--- src/rtl/nibble_splitter_pkg.sv ---
// Shared constants for the nibble datapath: default nibble width and the
// splitter state encoding reused by the packing side and the display path.
package nibble_splitter_pkg;

    localparam int NIBBLE_W_DEF = 4;

    typedef logic [1:0] state_t;

    localparam state_t ST_IDLE   = 2'd0;
    localparam state_t ST_FIRST  = 2'd1;
    localparam state_t ST_SECOND = 2'd2;

endpackage

--- src/rtl/nibble_splitter_if.sv ---
// Word-in / nibble-out handshake bundle. The master side supplies words and
// consumes nibbles; the slave side is the splitter itself.
interface nibble_splitter_if
    import nibble_splitter_pkg::*;
#(
    parameter int NIBBLE_W = NIBBLE_W_DEF
);

    logic [2*NIBBLE_W-1:0] in_word;
    logic                  in_valid;
    logic                  in_ready;
    logic [NIBBLE_W-1:0]   out_nibble;
    logic                  out_valid;
    logic                  out_ready;
    logic                  out_first;
    logic                  out_last;

    modport master (
        output in_word,
        output in_valid,
        input  in_ready,
        input  out_nibble,
        input  out_valid,
        output out_ready,
        input  out_first,
        input  out_last
    );

    modport slave (
        input  in_word,
        input  in_valid,
        output in_ready,
        output out_nibble,
        output out_valid,
        input  out_ready,
        output out_first,
        output out_last
    );

endinterface

--- src/rtl/nibble_splitter_counter.sv ---
// Wrapping up-counter with synchronous active-high clear; counts completed
// words and rolls over silently at 2^WIDTH.
module nibble_splitter_counter #(
    parameter int WIDTH = 8
) (
    input  logic             clk,
    input  logic             reset,
    input  logic             i_inc,
    output logic [WIDTH-1:0] o_count
);

    logic [WIDTH-1:0] r_count;

    // NOTE: sequential state uses non-blocking assignments so every register
    // samples pre-edge values regardless of block evaluation order.
    always_ff @(posedge clk) begin
        if (reset) begin
            r_count <= '0;
        end else if (i_inc) begin
            r_count <= r_count + WIDTH'(1);
        end
    end

    assign o_count = r_count;

endmodule

--- src/rtl/nibble_splitter.sv ---
// Byte-to-nibble serializer: takes one 2*NIBBLE_W word and emits its halves
// as two consecutive nibble transfers, counting completed words.
module nibble_splitter
    import nibble_splitter_pkg::*;
#(
    parameter int NIBBLE_W  = NIBBLE_W_DEF,
    parameter bit MSB_FIRST = 1'b1,
    parameter int CNT_W     = 8
) (
    input  logic             clk,
    input  logic             reset,
    nibble_splitter_if.slave bus,
    output logic [CNT_W-1:0] word_count
);

    localparam int WORD_W = 2 * NIBBLE_W;

    function automatic logic [NIBBLE_W-1:0] select_half(
        input logic [WORD_W-1:0] word,
        input logic              upper
    );
        return upper ? word[WORD_W-1:NIBBLE_W] : word[NIBBLE_W-1:0];
    endfunction

    state_t              r_state;
    state_t              w_state_nxt;
    logic [WORD_W-1:0]   r_hold;
    logic [WORD_W-1:0]   w_hold_nxt;
    logic                w_in_ready;
    logic                w_in_fire;
    logic                w_word_done;
    logic [NIBBLE_W-1:0] w_nibble;
    logic                w_out_valid;
    logic                w_out_first;
    logic                w_out_last;

    // SECOND passes out_ready straight through so a new word loads in the
    // same cycle the last half leaves: no bubble between words.
    assign w_in_ready  = !reset &&
                         ((r_state == ST_IDLE) ||
                          ((r_state == ST_SECOND) && bus.out_ready));
    assign w_in_fire   = bus.in_valid && w_in_ready;
    assign w_word_done = (r_state == ST_SECOND) && bus.out_ready;

    always_comb begin
        // NOTE: defaults before the case keep every path assigned, so no latch.
        w_state_nxt = r_state;
        w_hold_nxt  = r_hold;
        case (r_state)
            ST_IDLE: begin
                if (w_in_fire) begin
                    w_hold_nxt  = bus.in_word;
                    w_state_nxt = ST_FIRST;
                end
            end
            ST_FIRST: begin
                if (bus.out_ready) begin
                    w_state_nxt = ST_SECOND;
                end
            end
            ST_SECOND: begin
                if (bus.out_ready) begin
                    if (w_in_fire) begin
                        w_hold_nxt  = bus.in_word;
                        w_state_nxt = ST_FIRST;
                    end else begin
                        w_state_nxt = ST_IDLE;
                    end
                end
            end
            default: begin
                w_state_nxt = ST_IDLE;
            end
        endcase
    end

    always_ff @(posedge clk) begin
        if (reset) begin
            r_state <= ST_IDLE;
            r_hold  <= '0;
        end else begin
            r_state <= w_state_nxt;
            r_hold  <= w_hold_nxt;
        end
    end

    // Outputs decode registered state only, so they stay put under backpressure.
    always_comb begin
        w_out_valid = 1'b0;
        w_out_first = 1'b0;
        w_out_last  = 1'b0;
        w_nibble    = '0;
        case (r_state)
            ST_FIRST: begin
                w_out_valid = 1'b1;
                w_out_first = 1'b1;
                w_nibble    = select_half(r_hold, MSB_FIRST);
            end
            ST_SECOND: begin
                w_out_valid = 1'b1;
                w_out_last  = 1'b1;
                w_nibble    = select_half(r_hold, !MSB_FIRST);
            end
            default: begin
                w_out_valid = 1'b0;
            end
        endcase
    end

    assign bus.in_ready   = w_in_ready;
    assign bus.out_valid  = w_out_valid;
    assign bus.out_first  = w_out_first;
    assign bus.out_last   = w_out_last;
    assign bus.out_nibble = w_nibble;

    nibble_splitter_counter #(
        .WIDTH (CNT_W)
    ) u_word_counter (
        .clk     (clk),
        .reset   (reset),
        .i_inc   (w_word_done),
        .o_count (word_count)
    );

endmodule

--- src/flat_wrapper.sv ---
// flat-port wrapper written by rule: the top's interface ports become plain ports
module nibble_splitter_flat import nibble_splitter_pkg::*;
#(
    parameter int NIBBLE_W  = NIBBLE_W_DEF,
    parameter bit MSB_FIRST = 1'b1,
    parameter int CNT_W     = 8
)
  (clk, reset, word_count, bus_in_word, bus_in_valid, bus_in_ready, bus_out_nibble, bus_out_valid, bus_out_ready, bus_out_first, bus_out_last);
  nibble_splitter_if #(.NIBBLE_W(NIBBLE_W)) bus_i ();
  input  logic clk;
  input  logic reset;
  output logic [CNT_W-1:0] word_count;
  input wire logic [$bits(bus_i.in_word)-1:0] bus_in_word;
  input wire logic [$bits(bus_i.in_valid)-1:0] bus_in_valid;
  output wire logic [$bits(bus_i.in_ready)-1:0] bus_in_ready;
  output wire logic [$bits(bus_i.out_nibble)-1:0] bus_out_nibble;
  output wire logic [$bits(bus_i.out_valid)-1:0] bus_out_valid;
  input wire logic [$bits(bus_i.out_ready)-1:0] bus_out_ready;
  output wire logic [$bits(bus_i.out_first)-1:0] bus_out_first;
  output wire logic [$bits(bus_i.out_last)-1:0] bus_out_last;
  assign bus_i.in_word = bus_in_word;
  assign bus_i.in_valid = bus_in_valid;
  assign bus_in_ready = bus_i.in_ready;
  assign bus_out_nibble = bus_i.out_nibble;
  assign bus_out_valid = bus_i.out_valid;
  assign bus_i.out_ready = bus_out_ready;
  assign bus_out_first = bus_i.out_first;
  assign bus_out_last = bus_i.out_last;
  nibble_splitter #(.NIBBLE_W(NIBBLE_W), .MSB_FIRST(MSB_FIRST), .CNT_W(CNT_W)) u_core (.clk(clk), .reset(reset), .bus(bus_i), .word_count(word_count));
endmodule
--- config.mk ---
export PLATFORM = sky130hd
export DESIGN_NAME = nibble_splitter_flat
export DESIGN_NICKNAME = d
export VERILOG_FILES = /design/src/rtl/nibble_splitter_pkg.sv /design/src/rtl/nibble_splitter_if.sv /design/src/rtl/nibble_splitter_counter.sv /design/src/rtl/nibble_splitter.sv /design/src/flat_wrapper.sv
export SDC_FILE = /design/constraint.sdc
export NUM_CORES = 1
export LEC_CHECK = 0
export ABC_AREA = 1
export ABC_CLOCK_PERIOD_IN_PS = 1350
export BUFFER_PORTS_ARGS = -buffer_cell sky130_fd_sc_hd__buf_2
export CORE_MARGIN = 4
export CORE_UTILIZATION = 45
export DETAILED_ROUTE_END_ITERATION = 7
export PLACE_DENSITY = 0.8
export RECOVER_POWER = 100
export SYNTH_ARGS = -nofsm -noshare
export SYNTH_HDL_FRONTEND = slang
export SYNTH_SLANG_ARGS = --single-unit
--- constraint.sdc ---
create_clock -name clk -period 1.35 [get_ports clk]
set_input_delay 0.135 -clock clk [delete_from_list [all_inputs] [get_ports clk]]
set_output_delay 0.135 -clock clk [all_outputs]
set_load 0.1 [all_outputs]
==> results.sh, run 1 <==
export IMPL_status="finished with violations"
export IMPL_violations="negative setup slack"
export IMPL_cts_buffers=3
export IMPL_drc=0
export IMPL_die_y_um=54.2
export IMPL_fillers=106
export IMPL_hold_buffers=0
export IMPL_synth_ff_type="dfxtp_1"
export IMPL_cts_sinks=18
export IMPL_fin_crit_sh_pct=128
export IMPL_netlist_instances=136
export IMPL_place_ws_ns=-0.0302
export IMPL_start_util_pct=48.0
export IMPL_path_cells="inv_4 > ha_4 > clkinvlp_4 > a21oi_4 > buf_12"
export IMPL_setup_viol=22
export IMPL_fin_skew_ns=0.00921
export IMPL_hold_viol=0
export IMPL_synth_edff_count=0
export IMPL_core_sq_um=2000
export IMPL_clock_latency_ns=0.30
export IMPL_holdPathEnd="u_core.r_hold[5]"
export IMPL_hp_class="in2reg"
export IMPL_final_cell_area_sq_um=1660
export IMPL_die_area_sq_um=2940
export IMPL_grt_max_degree=14
export IMPL_dp_hpwl_mm=2.03
export IMPL_ioPinCount=28
export IMPL_diodes=0
export IMPL_grt_ovfl_total=0
export IMPL_rsz0062_at_grt="yes"
export IMPL_postSynthAreaPerCell_sq_um=7.07
export IMPL_p_leak_nw=0.689
export IMPL_yosysUniqueCellTypes=16
export IMPL_synth_warnings=0
export IMPL_synth_common_cells="nand2_1, dfxtp_1, a21oi_1"
export IMPL_place_area_sq_um=1440
export IMPL_regToRegEndpoint="u_core.r_hold[7]"
export IMPL_cap_violations=0
export IMPL_synthTopCellsByArea="dfxtp_1, nand2_1, a21oi_1"
export IMPL_cts_htree_levels=1
export IMPL_drive_gt1_share_pct=53.6
export IMPL_grt_pass1_vias=1163
export IMPL_wirelength_mm=3.34
export IMPL_die_width_um=54.2
export IMPL_path_class="reg2out"
export IMPL_syn2layout_area_growth_pct=72.9
export IMPL_yosysSeqAreaShare_pct=37.5
export IMPL_ff2ff_setup_slack_ns=-0.26
export IMPL_nNetsFinal=202
export IMPL_wire_per_inst_um=15.9
export IMPL_vias=1143
export IMPL_postRouteAntennaNets=0
export IMPL_antenna_found_initial=0
export IMPL_grtUsageTotal_pct=25.3
export IMPL_synth_top_cell_area_share_pct=37.5
export IMPL_firstDrtPassIters=4
export IMPL_fmax_mhz=577
export IMPL_critPathMaxFanout=4
export IMPL_cp_slowest_cell="dfxtp_4"
export IMPL_port_buffers=27
export IMPL_cp_num_buf_inv=3
export IMPL_slew_headroom_pct=63.5
export IMPL_cts_root_buf="clkbuf_4"
export IMPL_path_delay_family="buffers and inverters"
export IMPL_synthArstFlopShare_pct=0
export IMPL_slowest_delay_ns=0.40
export IMPL_ys_ff_latch=18
export IMPL_holdPathStages=3
export IMPL_rows=16
export IMPL_power_density_nw_per_um2=2270
export IMPL_grt_pass1_wl_mm=5.25
export IMPL_drt_iter0_markers=28
export IMPL_r2r_start="u_core.r_state[1]"
export IMPL_cts_tree="done"
export IMPL_worstPathArrival_ns=1.60
export IMPL_clkTransAtPathRegs_ns=0.11
export IMPL_ir_drop_v=0.00337
export IMPL_yosysMostFrequentCell="nand2_1"
export IMPL_crit_required_ns=1.22
export IMPL_gp_congestion=0.782
export IMPL_synthesis_area_sq_um=961
export IMPL_finalCriticalPeriod_ns=1.73
export IMPL_timing_final_ws_setup_ns=-0.383
export IMPL_critPathCaptureType="primary output"
export IMPL_maxSlewViolCount=0
export IMPL_cts_path_max_buffers=2
export IMPL_via_per_inst=5.44
export IMPL_cp_start_kind="register"
export IMPL_synth_fp_nets=154
export IMPL_worstHoldStart="bus_in_word[5]"
export IMPL_r2r_cells=9
export IMPL_max_slew_worst_pin_slew_ns=0.551
export IMPL_synth_largest_area_cell="dfxtp_1"
how the worst max path moves through the flow:
stage                                  from           endpoint  slack (ns)  cells past startpoint
final                     u_core.r_state[1]  bus_out_nibble[1]       -0.38                      5
after global routing      u_core.r_state[1]  bus_out_nibble[1]       -0.42                      5
after CTS                 u_core.r_state[1]  bus_out_nibble[3]       -0.36                      5
after detailed placement  u_core.r_state[1]  bus_out_nibble[3]       -0.03                      5
after global placement    u_core.r_state[1]  bus_out_nibble[3]       -0.01                      5
after floorplan           u_core.r_state[0]   u_core.r_hold[0]       -0.73                      7
final cells by class:
type                    count  area [sq um]  share of cell area (%)
multi-input cells         101           701                    42.2
repair buffers             45           433                    26.1
flip-flops and latches     18           383                    23.0
inverters                  15          75.1                    4.52
clock buffers               4          36.3                    2.18
well taps                  27          33.8                    2.03
stage by stage:
step	hold WS, ns	cells	total power [mW]	setup TNS (ns)	utilization [%]
finish	0.102	210	3.78	-4.51	83.0
global route	0.102	210	3.92	-5.63	83.0
CTS	0.0932	207	3.59	-2.57	79.5
detailed placement	0.421	196	2.83	-0.0973	71.9
global placement	0.414	196	2.77	-0.0387	71.9
floorplan	0.197	136	2.16	-8.97	-
sequential cells by signal (all words and copies together), names as in the netlist:
register,cells
u_core.u_word_counter.o_count,8
u_core.r_hold,8
u_core.r_state,2
worst reg2reg max path, cell delays in order, from the launching register on:
cell and delay [ns]:
dfxtp_4 0.40, buf_4 0.12, ha_4 0.14, nand2_4 0.06, a21oi_4 0.21, buf_6 0.12, buf_6 0.10, nand3_4 0.15
nand2_2 0.12, a21oi_1 0.07
where the power goes:
| group | internal [mW] | total, mW | switching [mW] |
|---|---|---|---|
| clock network | 0.165 | 0.346 | 0.181 |
| registers | 0.623 | 0.705 | 0.0819 |
| logic | 1.11 | 2.73 | 1.62 |
| total | 1.90 | 3.78 | 1.88 |
cell families (layout without fill, tap and decap cells):
kind of cell / after synthesis / in the layout / synth area share, %
AOI/OAI and AO/OA: 21 / 21 / 12.1
adders and majority gates: 6 / 6 / 7.81
buffers and inverters: 17 / 64 / 6.64
DFF: 18 / 18 / 37.5
and+or+nand+nor: 74 / 74 / 35.9
layer usage:
metal / GRT usage, % / part of all wire, % / up-vias
li1: - / - / 541
met1: 27.4 / 38 / 548
met2: 46.0 / 52 / 42
met3: 5.18 / 6.6 / 12
met4: 12.4 / 3.3 / 0
met5: 0 / 0 / -
placed cells by master, fill, tap and decap left out, types with 6 or more instances in the layout:
| cell type | n |
|---|---|
| a21oi_1 | 10 |
| buf_12 | 9 |
| buf_2 | 14 |
| buf_4 | 10 |
| buf_6 | 6 |
| dfxtp_1 | 8 |
| dfxtp_2 | 6 |
| inv_1 | 9 |
| nand2_1 | 29 |
| nand2_2 | 10 |
| nand4_1 | 10 |
| nor2_1 | 10 |
what timing repair did:
item / in CTS / in global routing
pin swaps: 20 / 9
gates resized for setup: 21 / 15
buffers inserted: 7 / 3
setup endpoints to repair: 15 / 23
Note: power is estimated with default switching activity, not from simulation.
==> inputs of run 2 (changes only) <==
--- a/config.mk
+++ b/config.mk
@@ -9,10 +9,12 @@
 export ABC_CLOCK_PERIOD_IN_PS = 1350
 export BUFFER_PORTS_ARGS = -buffer_cell sky130_fd_sc_hd__buf_2
 export CORE_MARGIN = 4
-export CORE_UTILIZATION = 45
+export CORE_UTILIZATION = 47
+export CTS_BUF_LIST = sky130_fd_sc_hd__clkbuf_4 sky130_fd_sc_hd__clkbuf_8
 export DETAILED_ROUTE_END_ITERATION = 7
-export PLACE_DENSITY = 0.8
+export PLACE_DENSITY = 0.83
 export RECOVER_POWER = 100
 export SYNTH_ARGS = -nofsm -noshare
 export SYNTH_HDL_FRONTEND = slang
+export SYNTH_HIERARCHICAL = 1
 export SYNTH_SLANG_ARGS = --single-unit
==> run 2 against run 1 <==
The run still ends with negative setup slack left. Count of clock-buffer cells in the layout unchanged. Area after synthesis shrank 1.3%. Sequential cell count is the same. Combinational power is 15% lower. Non-clock buffer count fell by 3. Critical path type unchanged. Largest cell class unchanged. Largest power group unchanged.
==> results.sh, run 2 <==
export IMPL_grt_pass1_wl_mm=4.22
export IMPL_grt_ovfl_total=0
export IMPL_r2r_start="u_core/r_state[1]"
export IMPL_wire_per_inst_um=15.3
export IMPL_synthTopCellsByArea="dfxtp_1, nand2_1, a21oi_1"
export IMPL_hp_class="in2reg"
export IMPL_finalCriticalPeriod_ns=1.74
export IMPL_power_density_nw_per_um2=2180
export IMPL_synthesis_area_sq_um=948
export IMPL_core_sq_um=1820
export IMPL_drive_gt1_share_pct=45.6
export IMPL_max_slew_worst_pin_slew_ns=0.545
export IMPL_drc=0
export IMPL_synth_warnings=6
export IMPL_grt_use_met3_pct=4.23
export IMPL_wirelength_mm=2.97
export IMPL_ir_drop_v=0.00219
export IMPL_yosysSeqAreaShare_pct=38.0
export IMPL_die_y_um=52.9
export IMPL_cts_path_max_buffers=2
export IMPL_grt_busiest_layer="met2"
export IMPL_worstPathArrival_ns=1.60
export IMPL_violations="negative setup slack"
export IMPL_postSynthAreaPerCell_sq_um=7.53
export IMPL_synth_top_cell_area_share_pct=38.0
export IMPL_via_per_inst=5.64
export IMPL_synth_common_cells="nand2_1, a21oi_1, dfxtp_1"
export IMPL_path_delay_family="buffers and inverters"
export IMPL_cts_htree_levels=1
export IMPL_power_mw=3.35
export IMPL_grt_use_met1_pct=22.2
export IMPL_cp_slowest_cell="dfxtp_4"
export IMPL_critPathMaxFanout=4
export IMPL_vias=1094
export IMPL_drt_iter0_markers=34
export IMPL_syn2layout_area_growth_pct=62.1
export IMPL_worstHoldStart="bus_in_word[1]"
export IMPL_use_met2_pct=37.0
export IMPL_gp_congestion=0.785
export IMPL_cp_start_kind="register"
export IMPL_fin_crit_sh_pct=129
export IMPL_slowest_delay_ns=0.39
export IMPL_netlist_instances=126
export IMPL_synth_edff_count=0
export IMPL_dp_cells=184
export IMPL_cap_violations=0
export IMPL_fmax_mhz=576
export IMPL_firstDrtPassIters=4
export IMPL_ioPinCount=28
export IMPL_nNetsFinal=188
export IMPL_postRouteAntennaNets=0
export IMPL_rows=15
export IMPL_cts_buffers=3
export IMPL_layout_commonest_cell="nand2_1"
export IMPL_ys_ff_latch=18
export IMPL_cp_num_buf_inv=3
export IMPL_fin_cells=194
export IMPL_p_leak_nw=0.630
export IMPL_cts_sinks=18
export IMPL_start_util_pct=52.1
export IMPL_cts_root_buf="clkbuf_4"
export IMPL_path_cells="inv_4 > ha_4 > clkinvlp_4 > a21oi_4 > buf_12"
export IMPL_status="finished with violations"
export IMPL_yosysUniqueCellTypes=20
export IMPL_clkTransAtPathRegs_ns=0.11
export IMPL_hold_viol=0
export IMPL_synth_ff_type="dfxtp_1"
export IMPL_setup_viol=22
export IMPL_synthArstFlopShare_pct=0
export IMPL_crit_required_ns=1.22
export IMPL_grtUsageTotal_pct=20.7
export IMPL_synth_largest_area_cell="dfxtp_1"
export IMPL_fillers=102
export IMPL_rsz0062_at_grt="yes"
export IMPL_fin_skew_ns=0.00232
export IMPL_grt_max_degree=13
export IMPL_timing_final_ws_setup_ns=-0.385
export IMPL_cts_tree="done"
export IMPL_dp_hpwl_mm=1.94
export IMPL_die_width_um=52.9
export IMPL_maxSlewViolCount=0
export IMPL_antenna_found_initial=0
export IMPL_clock_latency_ns=0.31
export IMPL_yosysMostFrequentCell="nand2_1"
export IMPL_die_area_sq_um=2800
export IMPL_port_buffers=27
export IMPL_diodes=0
export IMPL_grt_pass1_vias=1001
export IMPL_slew_headroom_pct=63.9
export IMPL_most_common_layout_cells="nand2_1, a21oi_1, buf_2, dfxtp_1, nand4_1"
export IMPL_path_class="reg2out"
export IMPL_critPathCaptureType="primary output"
export IMPL_synth_fp_nets=144
export IMPL_crit_path_start="u_core/r_state[1]"
[run 2: cell types whose count changed after synthesis, moves of 2 or more]
cell | before | now
nor2_2 | 3 | 1
o21ai_0 | 3 | 5
nand3_2 | 0 | 2
nand2_1 | 39 | 28
nor3_1 | 0 | 2
nand2_2 | 3 | 1
buf_2 | 0 | 2
a21oi_1 | 17 | 20
clkbuf_1 | 2 | 0
nand3_1 | 5 | 2
nor2_1 | 12 | 10
[run 2: power by group]
group          total (mW)  internal (mW)  leakage, nW  switching (mW)
Combinational        2.32          0.915        0.460            1.40
Sequential          0.688          0.620        0.149          0.0681
Clock               0.348          0.165       0.0210           0.183
Total                3.35           1.70        0.630            1.65
[run 2: kinds of logic after synthesis]
family,count (synthesis),share of synthesized area [%]
simple gates,59,31.4
fa+ha+maj,6,7.92
buf+inv,17,7.78
compound gates,26,14.9
flops,18,38.0
[run 2: repair_timing]
| action | 4_1_cts | 5_1_grt |
|---|---|---|
| endpoints found under the setup margin | 9 | 27 |
| hold buffers | 0 | 0 |
| pin swaps | 10 | 5 |
| gates resized for setup | 6 | 15 |
| buffers inserted | 4 | 2 |
| gates cloned | 0 | 0 |
[run 2: metrics by stage]
stage	cell area, sq um	setup WS, ns	util [%]	TNS, ns	hold WS [ns]
6_report	1540	-0.385	84.5	-3.80	0.0974
5_1_grt	1540	-0.456	84.5	-5.41	0.0847
4_1_cts	1480	-0.376	81.4	-2.45	0.101
3_5_place_dp	1400	-0.0501	76.7	-0.223	0.428
3_3_place_gp	1400	-0.00586	76.7	-0.0221	0.420
2_1_floorplan	1050	-0.794	-	-10.98	0.214
[run 2: worst min-delay path, cell delays in order]
cell and delay [ns]:
buf_2 0.10, nand4_1 0.08, a21oi_1 0.05
[run 2: area by class of cell]
class | count | area, sq um | share of cell area (%)
clock buffer | 4 | 36.3 | 2.36
inverter | 14 | 63.8 | 4.15
multi-input combinational | 91 | 629 | 40.9
sequential | 18 | 372 | 24.2
tap | 25 | 31.3 | 2.03
timing repair buffer | 42 | 405 | 26.4
[run 2: path summary, 6_finish.rpt]
| check | slack (ns) | depth (start not counted) | endpoint |
|---|---|---|---|
| setup / recovery | -0.39 | 5 | bus_out_nibble[2] |
| hold / removal | 0.1 | 3 | u_core/r_hold[1] |
| setup reg to reg | -0.18 | 9 | u_core/r_state[0] |
| hold reg to reg | 0.47 | 2 | u_core/r_hold[1] |
[run 2: layer usage]
layer / routed length, um / share of wire, %
met2: 1500 / 50
met5: 0 / 0
met1: 1160 / 39
met4: 100 / 3.4
met3: 217 / 7.3
